$ cat src/rtl/gsm_src_pkg.sv
// Shared constants and the Gray-to-4-ASK level map for the GSM test-signal source.
package gsm_src_pkg;

    localparam int LFSR_W          = 22;
    localparam int TAP_HI          = 21;
    localparam int TAP_LO          = 20;

    localparam int UPSAMPLE        = 4;
    localparam int SAMPLES_PER_SYM = 4;
    localparam int PH_W            = $clog2(UPSAMPLE);
    localparam int SC_W            = $clog2(SAMPLES_PER_SYM);

    localparam logic [PH_W-1:0] PH_LOAD = PH_W'(1);
    localparam logic [PH_W-1:0] PH_PRE  = PH_W'(UPSAMPLE - 2);
    localparam logic [PH_W-1:0] PH_LAST = PH_W'(UPSAMPLE - 1);
    localparam logic [SC_W-1:0] SC_LAST = SC_W'(SAMPLES_PER_SYM - 1);

    // Levels for the default inner magnitude a = 0.25 in 1s17.
    localparam int MAG_DEF = 32768;
    localparam int LVL_N3  = -3 * MAG_DEF;
    localparam int LVL_N1  = -MAG_DEF;
    localparam int LVL_P1  = MAG_DEF;
    localparam int LVL_P3  = 3 * MAG_DEF;

    function automatic int gray_map(input logic [1:0] bits, input int mag);
        case (bits)
            2'b00:   return -3 * mag;
            2'b01:   return -mag;
            2'b11:   return mag;
            default: return 3 * mag;
        endcase
    endfunction

endpackage

$ cat src/rtl/gsm_lfsr22.sv
// Seedable PRBS-22 (x^22+x^21+1) that advances two steps per enable and exposes its top two bits.
module gsm_lfsr22
    import gsm_src_pkg::*;
#(
    parameter logic [LFSR_W-1:0] SEED = 22'h3FFFFF
) (
    input  logic       sys_clk,
    input  logic       reset_n,
    input  logic       adv,
    output logic [1:0] taps
);

    // An all-zero seed would lock the register, so it is replaced by 1.
    localparam logic [LFSR_W-1:0] SEED_EFF = (SEED == '0) ? LFSR_W'(1) : SEED;

    logic [LFSR_W-1:0] lfsr;
    logic [LFSR_W-1:0] step1;
    logic [LFSR_W-1:0] step2;

    always_comb begin
        step1 = {lfsr[LFSR_W-2:0], lfsr[TAP_HI] ^ lfsr[TAP_LO]};
        step2 = {step1[LFSR_W-2:0], step1[TAP_HI] ^ step1[TAP_LO]};
    end

    always_ff @(posedge sys_clk or negedge reset_n) begin
        if (!reset_n) begin
            lfsr <= SEED_EFF;
        end else if (adv) begin
            lfsr <= step2;
        end
    end

    assign taps = {lfsr[TAP_HI], lfsr[TAP_LO]};

endmodule

$ cat src/rtl/gsm_sym_source.sv
// Sample/symbol timing master and PRBS 4-ASK source feeding the GSM pulse-shaping filter.
// Define GSM_SRC_ZOH_EN for zero-order hold instead of zero stuffing between symbols.
module gsm_sym_source
    import gsm_src_pkg::*;
#(
    parameter int                       WIDTH = 18,
    parameter logic signed [WIDTH-1:0]  MAG   = 18'sd32768,
    parameter logic [LFSR_W-1:0]        SEED  = 22'h3FFFFF
) (
    input  logic                    sys_clk,
    input  logic                    reset_n,
    input  logic                    run,
    output logic                    sam_clk_en,
    output logic                    sym_clk_en,
    output logic signed [WIDTH-1:0] x_out,
    output logic [1:0]              sym_out
);

    logic [PH_W-1:0]         ph;
    logic [SC_W-1:0]         sc;
    logic [1:0]              bits;
    logic                    load_edge;
    logic                    sym_load;
    logic                    adv;
    logic signed [WIDTH-1:0] lvl;

    assign load_edge = (ph == PH_LOAD);
    assign sym_load  = load_edge && (sc == '0);
    assign adv       = sym_load && run;
    assign lvl       = WIDTH'(gray_map(bits, int'(MAG)));

    // Bits are read before the advance, so x_out lags the LFSR state by one edge.
    gsm_lfsr22 #(
        .SEED (SEED)
    ) u_lfsr (
        .sys_clk (sys_clk),
        .reset_n (reset_n),
        .adv     (adv),
        .taps    (bits)
    );

    always_ff @(posedge sys_clk or negedge reset_n) begin
        if (!reset_n) begin
            ph         <= '0;
            sc         <= '0;
            sam_clk_en <= 1'b0;
            sym_clk_en <= 1'b0;
            x_out      <= '0;
            sym_out    <= 2'b00;
        end else begin
            ph <= ph + PH_W'(1);
            if (ph == PH_LAST) begin
                sc <= sc + SC_W'(1);
            end
            // Strobes are registered one phase early so they are high while ph==3.
            sam_clk_en <= (ph == PH_PRE);
            sym_clk_en <= (ph == PH_PRE) && (sc == SC_LAST);
            if (sym_load) begin
                if (run) begin
                    x_out   <= lvl;
                    sym_out <= bits;
                end else begin
                    x_out   <= '0;
                    sym_out <= 2'b00;
                end
            end
`ifndef GSM_SRC_ZOH_EN
            else if (load_edge) begin
                x_out <= '0;
            end
`endif
        end
    end

endmodule

$ cat config.mk
export PLATFORM = sky130hd
export DESIGN_NAME = gsm_sym_source
export DESIGN_NICKNAME = d
export VERILOG_FILES = /design/src/rtl/gsm_src_pkg.sv /design/src/rtl/gsm_lfsr22.sv /design/src/rtl/gsm_sym_source.sv
export SDC_FILE = /design/constraint.sdc
export NUM_CORES = 1
export LEC_CHECK = 0
export CELL_PAD_IN_SITES_DETAIL_PLACEMENT = 1
export CELL_PAD_IN_SITES_GLOBAL_PLACEMENT = 1
export CORE_MARGIN = 5
export CORE_UTILIZATION = 46
export CTS_CLUSTER_DIAMETER = 80
export DETAILED_ROUTE_END_ITERATION = 10
export PLACE_DENSITY = 0.85
export SYNTH_ARGS = -nofsm -noshare
export SYNTH_HDL_FRONTEND = slang
export SYNTH_SLANG_ARGS = --single-unit
$ cat constraint.sdc
create_clock -name sys_clk -period 2.25 [get_ports sys_clk]
set_input_delay 0.45 -clock sys_clk [delete_from_list [all_inputs] [get_ports sys_clk]]
set_output_delay 0.45 -clock sys_clk [all_outputs]
set_load 0.05 [all_outputs]
---- Word-level counts from Yosys, hierarchy flattened ----
Cells that the tools add are included.
storage, ports and cells
  flip-flop bits (word level) ............. 48
  input port bits ......................... 3
  output and inout bits ................... 22
cells by class
  add/subtract/negate cells ............... 2
  eq/ne operators ......................... 6
  mux-type cells .......................... 5
  bitwise gates (word level) .............. 2
  reductions and logical operators ........ 6
operators with widths
  cell                 number
  $mux 18              3
  $pmux 18 s3          1
  $eq 2x2->1 const B   4
  $add 2x1->2 const B  2
  $eq 2x1->1 const B   2
  $logic_not 2->1      2
  $logic_and 1x1->1    3
  $mux 2               1
  $reduce_bool 2->1    1
  $xor 1x1->1          2

---- Depth between registers and ports, before layout ----
Gate-level depths: netlist (run 1).
  depth after elaboration ................. 4
  gate-level depth with buffers ........... 6

---- Cells and area by module ----
From an unflattened synthesis (run 1), not the netlist that was laid out.
second synthesis, totals
  cells, all modules ...................... 110
  area total of the unflattened synthesis .. 1587.8 µm²
modules (own cells, without submodules)
  module          instances  cells an instance  area each (µm²)
  gsm_lfsr22      1          53                 955.9
  gsm_sym_source  1          57                 631.9

---- Least setup slack after synthesis (run 1) ----
Ideal clock, no wire load.
  path kind ............................... register to register
  start ................................... register ph[0]
  end ..................................... register u_lfsr.lfsr[0]
  library setup time ...................... 82 ps
  arrival time ............................ 1288 ps
  setup slack ............................. 880 ps
  cell stages (with the launch flop) ...... 6
  path buffers ............................ 2
  path through ............................ dfrtp_1 -> ha_1 -> buf_4 -> nand3_4 -> buf_6 -> mux2_4
on the way
  cells in the longest elaborated chain, start to end .. 3
ends and longest elaborated chain
  item                    RTL line              text
  from (decl)             gsm_sym_source.sv:19  logic [PH_W-1:0] ph;
  from (signal assigned)  gsm_sym_source.sv:51  ph <= ph + PH_W'(1);
  $eq 2x1->1              gsm_sym_source.sv:27  assign load_edge = (ph == PH_LOAD);
  $logic_and 1x1->1       gsm_sym_source.sv:28  assign sym_load = load_edge && (sc == '0);
  $logic_and 1x1->1       gsm_sym_source.sv:29  assign adv = sym_load && run;
  to (signal assigned)    gsm_lfsr22.sv:29      lfsr <= step2;
  to (decl)               gsm_lfsr22.sv:16      logic [LFSR_W-1:0] lfsr;
No other way between the ends.
A chain may end at the register's enable or synchronous reset.

---- Final worst setup path (run 1) ----
  start ................................... register x_out[16]
  end ..................................... output port x_out[16]
RTL lines
  item                    RTL line              text
  from (decl)             gsm_sym_source.sv:15  output logic signed [WIDTH-1:0] x_out,
  from (signal assigned)  gsm_sym_source.sv:60  x_out <= lvl;
No word-level cell between the ends.

==> flow_summary.json, run 1 <==
{
  "synth_area_um2": 1570,
  "synth_seq_cells": 33,
  "core_um2": 3310,
  "slew_violations": 0,
  "r2r_slack_ns": 0.45,
  "ys_types": 19,
  "drive_gt1_share_pct": 45.5,
  "worstPathCellList": "clkdlybuf4s50_1",
  "start_util_pct": 47.4,
  "ant_nets": 0,
  "antenna_found_initial": 0,
  "drc": 0,
  "drt-total-wl_mm": 2.60,
  "htree_levels": 2,
  "final_common_cell": "dfstp_2",
  "crit_path_end_kind": "output pin",
  "place.gp.congestion": 0.697,
  "grt_overflow_total": 0,
  "yosys_warnings": 0,
  "drtIter0Drc": 24,
  "num-fill-cells": 360,
  "cp_max_fo": 2,
  "root_buffer": "clkbuf_4",
  "ys_seq_area_share_pct": 54.4,
  "max_stage_delay_ns": 0.82,
  "fin_skew_ns": 0.0170,
  "die_y_um": 68.4,
  "worst_hold_path_type": "in -> async",
  "worstSetupStartpointType": "register",
  "p_leak_nw": 0.804,
  "dpl.hpwl_mm": 1.89,
  "finalSetupViolations": 0,
  "r2r_cells": 4,
  "timing.final.crit_period_ns": 2.01,
  "route.met2.wl_mm": 1.52,
  "wl_met3_um": 120,
  "synth_cells": 107,
  "vias": 750,
  "cts_max_path_buffers": 2,
  "final_cell_mix": "dfstp_2, mux2_4, conb_1",
  "highest-signal-layer": "met4",
  "timing.hold.ws_ns": 0.495,
  "antenna_cells": 0,
  "drv_cap": 0,
  "ys.flop_type": "dfstp_2",
  "design.die.area_um2": 4680,
  "nNetsFinal": 131,
  "fin_setup_tns_ns": 0,
  "yosysTopAreaCellShare_pct": 36.8,
  "grt_pass1_wl_mm": 4.31,
  "worst-path-buf-inv": 1,
  "cpLargestDelayFamily": "buffers and inverters",
  "rsz0062_at_grt": "false",
  "syn_area_per_cell_um2": 14.7,
  "grt_use_total_pct": 13.2,
  "cpMaxStageDelayCell": "clkdlybuf4s50_1",
  "slew_headroom_pct": 65.1,
  "grt_pass1_vias": 890,
  "power_per_cell_area_nw_per_um2": 627,
  "async_reset_ff_share_pct": 100,
  "fp-row-count": 21,
  "io_buffers": 9,
  "vdd_drop_max_mv": 0.351,
  "holdBufCountCts": 0,
  "syn_to_final_growth_pct": 8.61,
  "path_clk_slew_ns": 0.11,
  "die_w_um": 68.4,
  "multi_input_comb_area_um2": 584,
  "cts.sinks": 33,
  "viasPerCell": 4.49,
  "arrival_ns": 1.56,
  "worst_pin_slew_ns": 0.522,
  "post_cts_resized": 0,
  "grt_max_degree": 34,
  "reg2reg_from": "ph[1]",
  "met1_length_um": 933,
  "cp.required_ns": 1.80,
  "wire_per_inst_um": 15.6,
  "synth-edff-count": 0,
  "numCtsBuffers": 5,
  "fin_crit_sh_pct": 89.5,
  "drtPass1Iterations": 2,
  "hold_violations": 0,
  "insertion_delay_ns": 0.34,
  "timing.rr.end": "u_lfsr.lfsr[3]",
  "synth_area_leaders": "dfstp_2, dfrtp_1, mux2_4, buf_4, ha_1",
  "synth_area_leader_cell": "dfstp_2",
  "max_freq_ghz": 0.497,
  "seqCellArea_um2": 853,
  "ios": 25,
  "cts_tree": "done",
  "path_class": "reg -> out",
  "status": "finished clean",
  "post_cts_buffers": 0
}
per-layer routing:
metal / GRT usage, % / vias to the layer above
li1: - / 344
met5: 0 / -
met4: 2.98 / 0
met2: 25.3 / 12
met3: 6.08 / 5
met1: 12.5 / 389
kinds of logic after synthesis:
kind of cell	Yosys count	synth area share, %
AOI/OAI and AO/OA	8	4.31
and+or+nand+nor	4	1.99
other	1	0.239
xor gates and xnor gates	2	1.12
DFF	33	54.4
adders and majority gates	8	6.38
muxes	22	19.9
buffers and inverters	29	11.7
area by class of cell:
class,count,share of cell area [%]
multi-input combinational,59,34.3
clock buffer,7,3.82
timing repair buffer,10,5.73
inverter,11,2.42
clock inverter,1,0.294
tap,46,3.38
sequential,33,50.1
through the flow:
step	setup slack (ns)	power, mW	instance area (um^2)	std cells	utilization, %
6_report	0.237	1.07	1700	167	51.5
5_1_grt	0.184	1.12	1700	167	51.5
4_1_cts	0.220	1.08	1700	167	51.5
3_5_place_dp	0.330	0.696	1630	159	49.4
3_3_place_gp	0.399	0.694	1630	159	49.4
2_1_floorplan	0.880	0.701	1620	121	-
registers in the layout, summed over array words and instances, names as in the netlist:
| name | count |
|---|---|
| sym_out | 2 |
| u_lfsr.lfsr | 22 |
| x_out | 3 |
| ph | 2 |
| sc | 2 |
| sam_clk_en | 1 |
| sym_clk_en | 1 |
synth_stat cells, types with 2 or more instances:
library cell / count
xor2_1: 2
inv_1: 11
mux2_2: 5
o21ai_0: 2
buf_6: 2
mux2_4: 17
buf_4: 16
dfrtp_1: 11
dfstp_2: 22
ha_1: 8
a41o_1: 2
a21boi_0: 2
how the worst max path moves through the flow:
stage | start | end | slack (ns) | cells after the start
2_1_floorplan | ph[0] | u_lfsr.lfsr[0] | 0.88 | 5
3_3_place_gp | run | u_lfsr.lfsr[2] | 0.40 | 3
3_5_place_dp | run | x_out[17] | 0.33 | 3
4_1_cts | x_out[16] | x_out[16] | 0.22 | 1
5_1_grt | x_out[16] | x_out[16] | 0.18 | 1
6_report | x_out[16] | x_out[16] | 0.24 | 1
power by group:
group	switching (mW)	internal, mW	leakage, nW
Combinational	0.0780	0.0132	0.385
Sequential	0	0.595	0.377
Clock	0.200	0.181	0.0413
No activity file was read; power rests on OpenSTA's default activity.
==> run 2, diff against run 1 <==
Settings changed: ABC_CLOCK_PERIOD_IN_PS set to 2250, SKIP_CTS_REPAIR_TIMING set to 1.
==> results of run 2 <==
The final DEF is identical to that of run 1; final timing and power are the same.
